File: config.mk
export PLATFORM = sky130hd
export DESIGN_NAME = truth_table_scanner_flat
export DESIGN_NICKNAME = d
export VERILOG_FILES = /design/src/rtl/truth_table_scanner_if.sv /design/src/rtl/truth_table_scanner.sv /design/src/flat_wrapper.sv
export SDC_FILE = /design/constraint.sdc
export NUM_CORES = 1
export LEC_CHECK = 0
export CAP_MARGIN = 0
export CORE_MARGIN = 1.5
export CORE_UTILIZATION = 49
export DETAILED_ROUTE_END_ITERATION = 10
export MAX_ROUTING_LAYER = met4
export PLACE_DENSITY_LB_ADDON = 0.3
export SLEW_MARGIN = 20
export SYNTH_ARGS = -nofsm -noshare
export SYNTH_HDL_FRONTEND = slang
export SYNTH_SLANG_ARGS = --single-unit
File: constraint.sdc
create_clock -name clk -period 4.4 [get_ports clk]
set_clock_uncertainty 0.05 [all_clocks]
set_input_delay 0.66 -clock clk [delete_from_list [all_inputs] [get_ports clk]]
set_output_delay 0.66 -clock clk [all_outputs]
set_load 0.1 [all_outputs]
File: src/rtl/truth_table_scanner_if.sv
// Bundle of signals between the truth-table scanner and whoever drives and
// observes it (the logic stage under test plus the controlling host).
//   start, abort  : host requests (sweep / cancel)
//   F             : result of the 3-input logic stage
//   A, B, C       : stage inputs, {A,B,C} is the current vector index
//   busy, done    : sweep status, done is a one-cycle completion pulse
//   table_out     : last completed truth table, bit i = F at index i
//   table_valid   : table_out holds a completed sweep
//   ones_count    : number of ones in table_out (0..8)
//   mismatch      : table_out differs from the golden pattern
interface truth_table_scanner_if;
  logic       start;
  logic       abort;
  logic       F;
  logic       A;
  logic       B;
  logic       C;
  logic       busy;
  logic       done;
  logic [7:0] table_out;
  logic       table_valid;
  logic [3:0] ones_count;
  logic       mismatch;

  // Scanner side
  modport slave (
    input  start, abort, F,
    output A, B, C, busy, done, table_out, table_valid, ones_count, mismatch
  );

  // Host / logic-stage side
  modport master (
    output start, abort, F,
    input  A, B, C, busy, done, table_out, table_valid, ones_count, mismatch
  );
endinterface

File: src/rtl/truth_table_scanner.sv
// Self-test sequencer for a 3-input combinational logic stage.
// Steps {A,B,C} through indices 0..7, holds each for SETTLE_CYCLES cycles,
// samples F on one extra cycle, assembles the 8 samples into a truth table,
// then publishes the table with its popcount and a compare against EXPECTED.
// Ports:
//   clk    : system clock, rising edge
//   rst_n  : asynchronous reset, active low
//   bus    : truth_table_scanner_if.slave (start/abort/F in, A/B/C and
//            status/result out); every output is registered.
module truth_table_scanner #(
  parameter int         SETTLE_CYCLES = 2,
  parameter logic [7:0] EXPECTED      = 8'h30
) (
  input  logic                   clk,
  input  logic                   rst_n,
  truth_table_scanner_if.slave   bus
);

  typedef enum logic [1:0] {
    IDLE,
    DRIVE,
    SAMPLE,
    DONE
  } state_t;

  // Last value of the settle counter before moving on to the sample cycle.
  localparam logic [3:0] SETTLE_LAST = 4'(SETTLE_CYCLES - 1);

  state_t     state_q, state_d;
  logic [2:0] index_q, index_d;
  logic [3:0] settle_q, settle_d;
  logic [2:0] abc_q, abc_d;
  logic [7:0] shadow_q, shadow_d;
  logic [7:0] table_q, table_d;
  logic       valid_q, valid_d;
  logic [3:0] count_q, count_d;
  logic       mismatch_q, mismatch_d;
  logic       busy_q, busy_d;
  logic       done_q, done_d;

  // Shadow table with the current F already merged in, so the final vector
  // lands in the published table on the very edge that completes the sweep.
  logic [7:0] captured;

  function automatic logic [3:0] popcount8(input logic [7:0] v);
    logic [3:0] n;
    n = 4'd0;
    for (int i = 0; i < 8; i++) begin
      n = n + {3'd0, v[i]};
    end
    return n;
  endfunction

  // Next-state and output logic. Everything holds by default; done is a
  // pulse so it defaults low.
  always_comb begin
    state_d    = state_q;
    index_d    = index_q;
    settle_d   = settle_q;
    abc_d      = abc_q;
    shadow_d   = shadow_q;
    table_d    = table_q;
    valid_d    = valid_q;
    count_d    = count_q;
    mismatch_d = mismatch_q;
    busy_d     = busy_q;
    done_d     = 1'b0;

    captured           = shadow_q;
    captured[index_q]  = bus.F;

    unique case (state_q)
      IDLE: begin
        // abort has priority over start so a simultaneous pair does nothing
        if (bus.start && !bus.abort) begin
          state_d  = DRIVE;
          index_d  = 3'd0;
          settle_d = 4'd0;
          abc_d    = 3'd0;
          shadow_d = 8'h00;
          busy_d   = 1'b1;
          valid_d  = 1'b0;
        end
      end

      DRIVE: begin
        if (bus.abort) begin
          state_d = IDLE;
          busy_d  = 1'b0;
          abc_d   = 3'd0;
        end else if (settle_q == SETTLE_LAST) begin
          state_d = SAMPLE;
        end else begin
          settle_d = settle_q + 4'd1;
        end
      end

      SAMPLE: begin
        if (bus.abort) begin
          state_d = IDLE;
          busy_d  = 1'b0;
          abc_d   = 3'd0;
        end else if (index_q != 3'd7) begin
          shadow_d = captured;
          index_d  = index_q + 3'd1;
          abc_d    = index_q + 3'd1;
          settle_d = 4'd0;
          state_d  = DRIVE;
        end else begin
          // Last vector: publish everything together on this edge.
          shadow_d   = captured;
          table_d    = captured;
          count_d    = popcount8(captured);
          mismatch_d = (captured != EXPECTED);
          valid_d    = 1'b1;
          done_d     = 1'b1;
          busy_d     = 1'b0;
          abc_d      = 3'd0;
          state_d    = DONE;
        end
      end

      DONE: begin
        // One-cycle completion state; start is deliberately not looked at.
        state_d = IDLE;
      end

      default: begin
        state_d = IDLE;
      end
    endcase
  end

  // State and output registers with asynchronous active-low reset.
  always_ff @(posedge clk or negedge rst_n) begin
    if (!rst_n) begin
      state_q    <= IDLE;
      index_q    <= 3'd0;
      settle_q   <= 4'd0;
      abc_q      <= 3'd0;
      shadow_q   <= 8'h00;
      table_q    <= 8'h00;
      valid_q    <= 1'b0;
      count_q    <= 4'd0;
      mismatch_q <= 1'b0;
      busy_q     <= 1'b0;
      done_q     <= 1'b0;
    end else begin
      state_q    <= state_d;
      index_q    <= index_d;
      settle_q   <= settle_d;
      abc_q      <= abc_d;
      shadow_q   <= shadow_d;
      table_q    <= table_d;
      valid_q    <= valid_d;
      count_q    <= count_d;
      mismatch_q <= mismatch_d;
      busy_q     <= busy_d;
      done_q     <= done_d;
    end
  end

  assign bus.A           = abc_q[2];
  assign bus.B           = abc_q[1];
  assign bus.C           = abc_q[0];
  assign bus.busy        = busy_q;
  assign bus.done        = done_q;
  assign bus.table_out   = table_q;
  assign bus.table_valid = valid_q;
  assign bus.ones_count  = count_q;
  assign bus.mismatch    = mismatch_q;

endmodule

File: src/flat_wrapper.sv
// flat-port wrapper written by rule: the top's interface ports become plain ports
module truth_table_scanner_flat 
#(
  parameter int         SETTLE_CYCLES = 2,
  parameter logic [7:0] EXPECTED      = 8'h30
)
  (clk, rst_n, bus_start, bus_abort, bus_F, bus_A, bus_B, bus_C, bus_busy, bus_done, bus_table_out, bus_table_valid, bus_ones_count, bus_mismatch);
  truth_table_scanner_if bus_i ();
  input  logic clk;
  input  logic rst_n;
  input wire logic [$bits(bus_i.start)-1:0] bus_start;
  input wire logic [$bits(bus_i.abort)-1:0] bus_abort;
  input wire logic [$bits(bus_i.F)-1:0] bus_F;
  output wire logic [$bits(bus_i.A)-1:0] bus_A;
  output wire logic [$bits(bus_i.B)-1:0] bus_B;
  output wire logic [$bits(bus_i.C)-1:0] bus_C;
  output wire logic [$bits(bus_i.busy)-1:0] bus_busy;
  output wire logic [$bits(bus_i.done)-1:0] bus_done;
  output wire logic [$bits(bus_i.table_out)-1:0] bus_table_out;
  output wire logic [$bits(bus_i.table_valid)-1:0] bus_table_valid;
  output wire logic [$bits(bus_i.ones_count)-1:0] bus_ones_count;
  output wire logic [$bits(bus_i.mismatch)-1:0] bus_mismatch;
  assign bus_i.start = bus_start;
  assign bus_i.abort = bus_abort;
  assign bus_i.F = bus_F;
  assign bus_A = bus_i.A;
  assign bus_B = bus_i.B;
  assign bus_C = bus_i.C;
  assign bus_busy = bus_i.busy;
  assign bus_done = bus_i.done;
  assign bus_table_out = bus_i.table_out;
  assign bus_table_valid = bus_i.table_valid;
  assign bus_ones_count = bus_i.ones_count;
  assign bus_mismatch = bus_i.mismatch;
  truth_table_scanner #(.SETTLE_CYCLES(SETTLE_CYCLES), .EXPECTED(EXPECTED)) u_core (.clk(clk), .rst_n(rst_n), .bus(bus_i));
endmodule
# After elaboration in Yosys (flattened, before gate mapping)
# Cells that the tools add are included.
[totals]
latchBits = 0
ram_bits = 0
regBits = 36
mem_bits_ro = 0
in_bits = 5
memories = 0
output_inout_bits = 19
[op_classes]
multipliers = 0
shifts = 0
bitwise_logic = 2
n_lt_le_gt_ge = 2
n_eq_ne = 15
n_reduce_logical = 14
addsub = 9
n_mux = 38
div = 0
[ops]
columns = ["cell", "count"]
rows = [
  ["adder 4 x 1 -> 4 bit", 6],
  ["two-way mux 4 bit", 5],
  ["two-way mux 3 bit", 6],
  ["two-way mux 8 bit", 2],
  ["one-hot mux 8 bit (2 select lines)", 1],
  ["one-hot mux 4 bit (3 select lines)", 1],
  ["AND reduction 4 bit", 3],
  ["two-way mux 1 bit", 11],
  ["two-way mux 2 bit", 5],
  ["!= test 2 bit, second input constant", 5],
  ["one-hot mux 3 bit (3 select lines)", 1],
  ["AND reduction 3 bit", 3],
  ["bitwise mux 8 bit", 1],
  ["!= test 8 x 6 -> 1 bit, second input constant", 1],
  ["one-hot mux 2 bit (4 select lines)", 1],
  ["!= test 3 bit, second input constant", 2],
  ["one-hot mux 3 bit (2 select lines)", 1],
  ["AND reduction 6 bit", 1],
  ["adder 4 x 1 -> 4 bit, second input constant", 1],
  ["== test 2 bit, second input constant", 2],
  ["== test 4 x 1 -> 1 bit, second input constant", 1],
  ["< comparator 3 x 4 -> 1 bit, second input constant", 1],
  ["!= test 2 x 1 -> 1 bit, second input constant", 2],
  ["adder 3 x 1 -> 3 bit, second input constant", 1],
  ["14 further kinds", 16],
]

# Longest topological paths before layout
[depth]
ltp_word = 12
depth_mapped = 14

# Worst setup path before layout
# No wires, ideal clock.
[synth_path]
path_kind = "register -> register"
startpoint = "register u_core.index_q[0]"
endpoint = "register u_core.count_q[2] (netlist: u_core.bus.ones_count[2])"
period_less_slack_ns = 3.711
setup_ns = 0.083
stages_incl_launch_ff = 13
slack_ns = 0.689
path_buffers = 1
arrival_ns = 3.578
path_cell_list = "dfrtp_1 buf_2 nor3_1 mux2i_1 inv_1 ha_1 inv_1 fa_1 fa_1 fa_1 fa_1 xor2_1 o21ai_0"
[synth_via]
elab_chain_cells = 12
word_cells_on_any_way = 16
classes_between = "7 x add/sub; 2 x order compare; 1 x eq/ne; 3 x mux; 1 x bitwise; 2 x reduce/logical"
[synth_rtl]
columns = ["item", "line", "text"]
rows = [
  ["from (decl)", "truth_table_scanner.sv:30", "logic [2:0] index_q, index_d;"],
  ["from (signal assigned)", "truth_table_scanner.sv:150", "index_q <= index_d;"],
  ["< comparator 3 x 4 -> 1 bit (not written as such) / greater-or-equal comparator 3 x 1 -> 1 bit (equally long branches)", "truth_table_scanner.sv:70", "captured[index_q] = bus.F;"],
  ["logical AND 1 bit (not written as such)", "truth_table_scanner.sv:70", ""],
  ["two-way mux 1 bit (not written as such)", "truth_table_scanner.sv:70", ""],
  ["demux 1 bit (select 3 bit) (*)", "-", ""],
  ["bitwise mux 8 bit (*)", "truth_table_scanner.sv:70", ""],
  ["via u_core.captured[0]", "truth_table_scanner.sv:43", "logic [7:0] captured;"],
  ["adder 1 x 1 -> 2 bit (*)", "truth_table_scanner.sv:49", "n = n + {3'd0, v[i]};"],
  ["adder 4 x 1 -> 4 bit (*) (6 in a row)", "truth_table_scanner.sv:49", ""],
  ["to (signal assigned)", "truth_table_scanner.sv:156", "count_q <= count_d;"],
  ["to (decl)", "truth_table_scanner.sv:36", "logic [3:0] count_q, count_d;"],
]
# Mark *: on every way through the listed nets, which the timed path passes. The rest lies on a longest branch.
# A chain may end at the register's enable or synchronous reset.

# Worst setup path after layout
# Same ends and word-level chain as after synthesis.

==> flow_summary.toml <==
[status]
status = "completed"

[placed_design]
portBuffers = 23
place_hpwl_um = 2787
placed_area_um2 = 2337
dp_cells = 270
place_congestion = 0.7718

[sta]
fmax_mhz = 266.0
finalSetupViolations = 0
drv_slew = 0
finalSetupTns_ns = 0
relSlewSlack_pct = 35.08
fin_crit_sh_pct = 85.44
fin_crit_ns = 3.759
finalHoldViolations = 0
tightest_slew_ns = 0.9708
rsz0062_at_grt = "false"

[run]
cap_violations = 0

[power]
p_seq_share_pct = 40.1
pwr-share-comb_pct = 35.2
peakVddDrop_v = 0.0002260
total_power_uw = 994.4
p_int_uw = 619.8
p_leak_uw = 0.001108
pwr-share-clk_pct = 24.7
power_density_nw_per_um2 = 409.2
sw_frac_of_total_pct = 37.67
p_sw_uw = 374.6

[route]
wl_per_cell_um = 13.94
antenna_left = 0
wirelength_met1_um = 1904
viasPerCell = 5.428
drc = 0
route.met2.wl_um = 1805
highest_layer = "met4"
wl_met3_um = 91
wl_um = 3876
dr.pass1.iters = 4
vias = 1509
drtIter0Drc = 50

[clock_tree]
root_buffer = "clkbuf_8"
post_cts_resize_count = 0
numCtsBuffers = 5
cts.sinks = 36
clock_latency_ns = 0.29
cts_setup_buffers = 0
clockBufferDepth = 2
tritoncts = "built"
cts_hold_buffers = 0
h-tree-depth = 2
clk_pin_slew_ns = 0.07

[synthesis]
ys_types = 45
yosysTopAreaCell = "dfrtp_1"
syn_inst = 204
syn_avg_cell_area_um2 = 10.22
synth_top_area_share_pct = 43.22
synth_edf_count = 0
async_reset_ff_share_pct = 100.0
synth_seq_cells = 36
synthTopCellsByArea = "dfrtp_1 (43%), ha_1 (7.2%), o21ai_0 (6.2%)"
syn-num-nets = 225
synth_ff_type = "dfrtp_1"
synth_seq_area_share_pct = 43.22
synth_area_um2 = 2084
yosysWarnings = 0

[grt]
grt_pass1_wl_um = 6437
antenna_found_initial = 0
first_global_vias = 1417
grt_usage_pct = 19.43
grt_max_degree = 37
globalRouteOverflowTotal = 0

[finish]
drive_above_1_share_pct = 9.649
area_delta_synth_final_pct = 16.57
fillCellCount = 343
stdcell_area_um2 = 2430
nets = 248
final_cell_mix = "dfrtp_1 (36), o21ai_0 (26), clkdlybuf4s50_1 (22), nand2_1 (18), a21oi_1 (15)"
layoutNonFillerInstCount = 278
layout_commonest_cell = "dfrtp_1"
antenna_cells = 0

[worst_setup_path]
crit_chain = "nor3_1 > mux2i_1 > inv_1 > ha_1 > inv_1 > fa_1 > fa_1 > fa_1 > fa_1 > xor2_1 > o21ai_0"
cp-end-kind = "flip-flop"
critical_path_buf_inv_count = 2
crit_family = "adder cells"
cpMaxStageDelayCell = "dfrtp_1"
critPathMaxStageDelay_ns = 0.54
crit_arrival_ns = 3.92
crit_type = "flip-flop to flip-flop"
crit_required_ns = 4.56
crit_fanout = 16
start_kind = "flip-flop"
cpMostUsedCell = "fa_1"

[floorplan]
die_w_um = 68.23
rows = 23
start_util_pct = 51.37
die_h_um = 68.23
die_area_um2 = 4655
core_um2 = 4058
num_io_pins = 24

[worst_hold_path]
hp-class = "input pin to async pin"
==> through the flow <==
step	setup WS [ns]	hold slack, ns	util, %
2_1_floorplan	0.6890	0.3144	-
3_3_place_gp	0.4455	0.4156	57.60
3_5_place_dp	0.3707	0.4231	57.60
4_1_cts	0.6222	0.4363	59.88
5_1_grt	0.3796	0.4519	59.88
6_report	0.6407	0.3802	59.88
==> worst paths after layout <==
path | start | to | slack [ns] | cells after the start
max | u_core.index_q[0] | u_core.bus.ones_count[2] | 0.64 | 11
min in group clk | u_core.bus.ones_count[1] | u_core.bus.ones_count[1] | 0.43 | 2
min reg2reg | u_core.bus.ones_count[1] | u_core.bus.ones_count[1] | 0.43 | 2
max in group asynchronous | rst_n | u_core.state_q[0] | 3.41 | 1
min | rst_n | u_core.settle_q[1] | 0.38 | 1
max reg2reg | u_core.index_q[0] | u_core.bus.ones_count[2] | 0.64 | 11
==> flip-flops by register name (all words and copies together), names as in the netlist, 2 cells and up <==
name / flops
u_core.abc_q: 3
u_core.bus.ones_count: 4
u_core.bus.table_out: 8
u_core.index_q: 3
u_core.settle_q: 4
u_core.shadow_q: 8
u_core.state_q: 2
==> metal layers <==
metal,global-route usage [%],vias to the layer above
met2,29.61,16
li1,-,762
met5,-,-
met3,4.276,8
met4,8.500,0
met1,25.00,723
==> power groups by stage <==
stage / clock (uW) / combinational [uW] / sequential (uW)
after floorplan: 0 / 235 / 437
after global placement: 0 / 343 / 404
after detailed placement: 0 / 353 / 406
after CTS: 251 / 356 / 399
after global routing: 258 / 390 / 406
final: 246 / 350 / 399
==> cell type report <==
| cell class | count | area (um^2) | area share (%) |
|---|---|---|---|
| Clock buffer | 6 | 82.58 | 3.399 |
| Clock inverter | 2 | 10.01 | 0.4119 |
| Inverter | 14 | 52.55 | 2.163 |
| Multi-Input combinational cell | 144 | 1074 | 44.18 |
| Sequential cell | 36 | 900.9 | 37.08 |
| Tap cell | 50 | 62.56 | 2.575 |
| Timing Repair Buffer | 26 | 247.7 | 10.20 |
==> synth_stat cells, types with 3 or more instances <==
master	number
nor3b_1	3
nand2b_1	3
dfrtp_1	36
o21ai_0	26
nand3b_1	4
inv_1	13
a21oi_1	15
nor2b_1	4
nand2_1	18
nor2_1	8
ha_1	12
nand3_1	3
mux2i_1	6
mux2_2	3
buf_2	6
fa_1	4
a22o_1	6
==> worst reg2reg max path: cells and delay by family, from the launching register on <==
kind | cells | cell delay [ns]
compound gates | 1 | 0.14
xor+xnor | 1 | 0.15
fa+ha+maj | 5 | 2.17
buf+inv | 2 | 0.11
flops | 1 | 0.54
mux | 1 | 0.25
simple gates | 1 | 0.29
==> kinds of logic after synthesis <==
kind of cell,after synthesis,synth area share (%)
adder cells (fa/ha/maj),16,11.04
AND/OR/NAND/NOR,60,17.23
flip-flops,36,43.22
XOR/XNOR,1,0.4202
AO/OA/AOI/OAI,56,16.99
buffers and inverters,24,5.282
multiplexers,11,5.823
Note: power is estimated with default switching activity, not from simulation.
